## config.mk

```make
export PLATFORM = sky130hd
export DESIGN_NAME = baud_gen_multi
export DESIGN_NICKNAME = d
export VERILOG_FILES = /design/src/rtl/baud_gen_multi.sv
export SDC_FILE = /design/constraint.sdc
export NUM_CORES = 1
export LEC_CHECK = 0
export ABC_AREA = 0
export ABC_CLOCK_PERIOD_IN_PS = 4500
export CORE_ASPECT_RATIO = 1.4
export CORE_MARGIN = 2
export CORE_UTILIZATION = 55
export DETAILED_ROUTE_END_ITERATION = 10
export PLACE_DENSITY = 0.79
export SLEW_MARGIN = 20
export SYNTH_ARGS = -nofsm -noshare
export SYNTH_HDL_FRONTEND = slang
export SYNTH_SLANG_ARGS = --single-unit
export TNS_END_PERCENT = 100
```

## constraint.sdc

```tcl
create_clock -name clock -period 4.5 [get_ports clock]
set_input_delay 0.675 -clock clock [delete_from_list [all_inputs] [get_ports clock]]
set_output_delay 0.675 -clock clock [all_outputs]
set_load 0.005 [all_outputs]
```

## src/rtl/baud_gen_multi.sv

```systemverilog
// Programmable baud-rate generator: oversample, bit-rate and mid-bit ticks from one divider,
// with glitch-free divisor reload and start-bit realignment.
module baud_gen_multi #(
    parameter int CNT_W       = 16,
    parameter int DEFAULT_DIV = 163,
    parameter int OVERSAMPLE  = 16
) (
    input  logic                          clock,
    input  logic                          reset,
    input  logic                          enable,
    input  logic                          sync_clear,
    input  logic                          div_load,
    input  logic [CNT_W-1:0]              div_in,
    output logic                          tick_os,
    output logic                          tick_bit,
    output logic                          tick_mid,
    output logic [$clog2(OVERSAMPLE)-1:0] os_index,
    output logic [CNT_W-1:0]              div_active
);

    localparam int OS_W = $clog2(OVERSAMPLE);
    localparam logic [OS_W-1:0] OS_LAST    = OS_W'(OVERSAMPLE - 1);
    localparam logic [OS_W-1:0] OS_MID_PRE = OS_W'(OVERSAMPLE / 2 - 1);

    logic [CNT_W-1:0] cnt;
    logic [CNT_W-1:0] pend_div;
    logic             pending;
    logic             run;
    logic             wrap;

    assign run  = enable && !sync_clear;
    assign wrap = run && (cnt >= div_active);

    always_ff @(posedge clock) begin
        if (reset || !run) begin
            cnt <= '0;
        end else if (wrap) begin
            cnt <= '0;
        end else begin
            cnt <= cnt + 1'b1;
        end
    end

    // OVERSAMPLE is a power of two, so the natural roll-over gives the modulo.
    always_ff @(posedge clock) begin
        if (reset || !run) begin
            os_index <= '0;
        end else if (wrap) begin
            os_index <= os_index + 1'b1;
        end
    end

    // A new divisor only takes effect at a period boundary unless the generator is idle.
    always_ff @(posedge clock) begin
        if (reset) begin
            div_active <= CNT_W'(DEFAULT_DIV);
            pend_div   <= '0;
            pending    <= 1'b0;
        end else if (div_load && !enable) begin
            div_active <= div_in;
            pending    <= 1'b0;
        end else if (wrap) begin
            if (div_load) begin
                div_active <= div_in;
            end else if (pending) begin
                div_active <= pend_div;
            end
            pending <= 1'b0;
        end else if (div_load) begin
            pend_div <= div_in;
            pending  <= 1'b1;
        end
    end

    always_ff @(posedge clock) begin
        if (reset) begin
            tick_os  <= 1'b0;
            tick_bit <= 1'b0;
            tick_mid <= 1'b0;
        end else begin
            tick_os  <= wrap;
            tick_bit <= wrap && (os_index == OS_LAST);
            tick_mid <= wrap && (os_index == OS_MID_PRE);
        end
    end

endmodule
```

-- After elaboration in Yosys (flattened, before gate mapping)
Cells that the tools add are included.
- logic and storage cells: 34
- output and inout bits: 23
- flip-flop bits (word level): 56
- equal/unequal tests: 2
- muxes and demuxes: 4
- $add $sub $neg: 2
- reduce and logical (&&, ||, !) cells: 15
- bitwise gates (word level): 2
- order comparisons: 1
- operator list (cell ; count):
    2-to-1 mux 16 bit ; 4
    adder 16 x 1 -> 16 bit (second input constant) ; 1
    greater-or-equal comparator 16 bit ; 1
    logical AND 1 bit ; 5
    adder 4 x 1 -> 4 bit (second input constant) ; 1
    equality test 4 x 3 -> 1 bit (second input constant) ; 1
    equality test 4 bit (second input constant) ; 1
    zero test 1 bit ; 3
    AND reduction 3 bit ; 1
    nonzero test 3 bit ; 1
    OR reduction 3 bit ; 1
    NOT 1 bit ; 2
    AND reduction 2 bit ; 1
    nonzero test 2 bit ; 1
    OR reduction 2 bit ; 1
    logical OR 1 bit ; 1

-- Longest topological paths before layout
- depth after elaboration: 5
- depth in mapped cells: 8
- gate-level depth less buffers: 7

-- Least setup slack after synthesis
Ideal clock, no wire load.
- path type: reg2reg
- from: reg cnt[0]
- to: reg div_active[10]
- buffers on the path: 1
- data required time: 4.379 ns
- path slack: 2.137 ns
- data arrival time: 2.242 ns
- period minus slack after synthesis: 2.363 ns
- stages on the path, launching flop included: 9
- cell sequence: dfxtp_1 > inv_1 > ha_1 > nand2b_4 > a2111oi_4 > o32ai_4 > o21ai_2 > buf_6 > mux2_2
- word-level cells in the longest chain between the ends: 4
- RTL lines (element ; RTL line ; RTL):
    start: declaration ; 25 ; logic [CNT_W-1:0] cnt;
    start signal: assignment ; 40 ; cnt <= cnt + 1'b1;
    greater-or-equal comparator 16 bit ; 32 ; assign wrap = run && (cnt >= div_active);
    logical AND 1 bit ; 32 ;
    nonzero test 2 bit (no source line) ; - ;
    AND reduction 2 bit (no source line) ; - ;
    end signal: assignment ; 56 ; div_active <= CNT_W'(DEFAULT_DIV);
    end signal: assignment ; 60 ; div_active <= div_in;
    end signal: assignment ; 64 ; div_active <= div_in;
    end: declaration ; 18 ; output logic [CNT_W-1:0] div_active
No other way between the ends.
A chain may end at the register's enable or synchronous reset.

-- Final worst setup path
- from: reg div_active[15]
- to: reg pend_div[13]
- word-level cells in the longest chain between the ends: 4
- RTL lines (element ; RTL line ; RTL):
    greater-or-equal comparator 16 bit ; 32 ;
    logical AND 1 bit ; 32 ;
    NOT 1 bit (no source line) ; - ;
    AND reduction 3 bit (no source line) ; - ;
    end signal: assignment ; 70 ; pend_div <= div_in;
    end: declaration ; 26 ; logic [CNT_W-1:0] pend_div;
No other way between the ends.

==> results.cfg <==
[synth]
netlist_top_cells_count = dfxtp_1, nor2_1, mux2i_1, nand2b_1, ha_1
synth-seq-area-share_pct = 37.3
synth.largest_area_cell = dfxtp_1
avgSynthCellArea_sq_um = 9.22
yosys-top-cells-area = dfxtp_1, mux2i_1, ha_1
synth_fp_nets = 365
synthCells = 326
yosysMostFrequentCell = dfxtp_1
ys.flop_type = dfxtp_1
syn_area_sq_um = 3000
yosys_warnings = 0
synth.distinct_cells = 39
ys_ff_latch = 56
synth_top_area_share_pct = 37.3
synth-edff-count = 0
synthArstFlopShare_pct = 0

[clocking]
clk_latency_ns = 0.31
h-tree-depth = 2
cts.sinks = 56
postCtsHoldBufs = 0
cts-root-buf = clkbuf_8
cts_resized = 0
cts_setup_buffers = 0
numCtsBuffers = 5
clkTransAtPathRegs_ns = 0.09
cts_tree = built
cts_max_path_buffers = 2

[drt]
postRouteAntennaNets = 0
drt_iter0_markers = 139
via_count = 2289
firstDrtPassIters = 4
vias_per_cell = 5.32
post-route-drc-count = 0
post_drt_wl_per_cell_microns = 13.3
wl_mm = 5.73

[floorplanning]
rows = 31
die_area_sq_um = 6080
initial_core_util_pct = 57.4
die_y_microns = 91.4
io_pins = 44
die_x_microns = 66.5
design.core.area_sq_um = 5240

[critical_path]
required_ns = 4.74
ff2ff_setup_slack_ns = 1.68
critPathLaunch = div_active[15]
r2r_start = div_active[15]
cp.arrival_ns = 3.06
critical_path.max_stage_delay_ns = 0.91
crit_chain = inv_1 > ha_1 > and4_1 > a21oi_1 > nand2_1 > o31ai_4 > mux2i_1
criticalPathCategory = reg2reg
crit_slowest_cell = o31ai_4
end_kind = flip-flop
cp_max_fo = 16
crit_path_start_kind = flip-flop

[timing]
worstMarginPinSlew_ns = 1.01
rsz0062_at_grt = false
drv_slew = 0
fmax_mhz = 355
period_needed_ns = 2.82
finalSetupViolCount = 0
timing.slew.headroom_pct = 32.5
finalClockSkew_ns = 0.00757
finalCritPeriodShare_pct = 62.7
tns_ns = 0
finalHoldViolCount = 0

[min_path]
hp-start = pend_div[4]
holdCritPathClass = reg2reg

[place]
hpwl_mm = 4.34
port_buffers = 43
finalWeightedCongestion = 0.772

[global_route]
grt_pass1_vias = 2138
grt_max_degree = 68
antenna_found_initial = 0
grt_usage_pct = 20.9
grt_pass1_wl_mm = 9.99
grt_overflow = 0

[layout]
finish.utilization_pct = 67.4
n_antenna_cell = 0
syn_to_final_growth_pct = 17.5
drive_gt1_share_pct = 6.87
final_net_count = 403

[run]
max_cap_violations = 0

[power_and_ir_drop]
p_total_mw = 0.902
p_per_area_nw_per_um2 = 256
p_leak_nw = 1.43
ir_worst_vdd_mv = 0.154

[run_status]
status = finished, final reports clean
flip-flops by register name (all words and copies together), names as in the netlist:
| signal | count |
|---|---|
| cnt | 16 |
| pending | 1 |
| tick_bit | 1 |
| pend_div | 16 |
| os_index | 4 |
| tick_mid | 1 |
| tick_os | 1 |
| div_active | 16 |
per-stage QoR:
step / worst slack (ns) / cell area [sq um] / std cells / hold slack [ns]
after floorplan: 2.14 / 3000 / 326 / 0.444
after global placement: 1.70 / 3450 / 423 / 0.453
after detailed placement: 1.65 / 3450 / 423 / 0.464
after CTS: 1.68 / 3530 / 430 / 0.479
after global routing: 1.50 / 3530 / 430 / 0.499
final: 1.68 / 3530 / 430 / 0.475
final timing paths:
path             endpoint  cells past startpoint
max          pend_div[13]                      7
max reg2reg  pend_div[13]                      7
min           pend_div[4]                      2
min reg2reg   pend_div[4]                      2
report_power, final:
part	total (mW)	internal, mW	switching, mW
clock	0.265	0.106	0.159
sequential	0.519	0.511	0.00877
combinational	0.118	0.0625	0.0553
total	0.902	0.680	0.223
cell type report:
| type | instances | area (sq um) |
|---|---|---|
| timing repair buffer | 44 | 433 |
| clock inverter | 1 | 5.00 |
| sequential | 56 | 1120 |
| multi-input combinational | 240 | 1750 |
| fill | 455 | 1710 |
| clock buffer | 6 | 72.6 |
| inverter | 17 | 63.8 |
| tap | 66 | 82.6 |
per-layer routing:
metal	vias to the layer above	GRT usage [%]	share of wire, %
li1	1194	-	-
met1	1055	28.1	47
met2	32	34.4	50
met3	8	3.35	2.2
met4	0	5.61	1.3
met5	-	0	0
worst max-delay path: cells and delay by family (launching register included):
| kind | cells | cell delay [ns] |
|---|---|---|
| DFF | 1 | 0.36 |
| adders and majority gates | 1 | 0.32 |
| AOI/OAI and AO/OA | 2 | 1.30 |
| and+or+nand+nor | 2 | 0.43 |
| muxes | 1 | 0.26 |
| buffers and inverters | 1 | 0.07 |
cells by family (layout without fill, tap and decap cells):
group,after synthesis,in the layout,share of synthesized area [%]
AND/OR/NAND/NOR,134,134,22.8
flip-flops,56,56,37.3
XOR/XNOR,14,14,4.08
multiplexers,46,46,15.8
adder cells (fa/ha/maj),18,18,7.50
AO/OA/AOI/OAI,28,28,8.08
buffers and inverters,30,68,4.37
cells in the final DEF (no fill, tap or decap), types with 5 or more instances in the layout:
cell / Yosys / layout
clkbuf_8: 0 / 5
nand3_1: 12 / 12
clkdlybuf4s50_1: 0 / 42
inv_1: 17 / 17
nor2_1: 49 / 49
nand2_1: 13 / 13
ha_1: 18 / 18
mux2i_1: 34 / 34
and4_1: 5 / 5
dfxtp_1: 56 / 56
nand2b_1: 34 / 34
a21oi_1: 8 / 8
nor3_1: 5 / 5
mux2_2: 12 / 12
xnor2_1: 8 / 8
xor2_1: 6 / 6
Note: power is estimated with default switching activity, not from simulation.
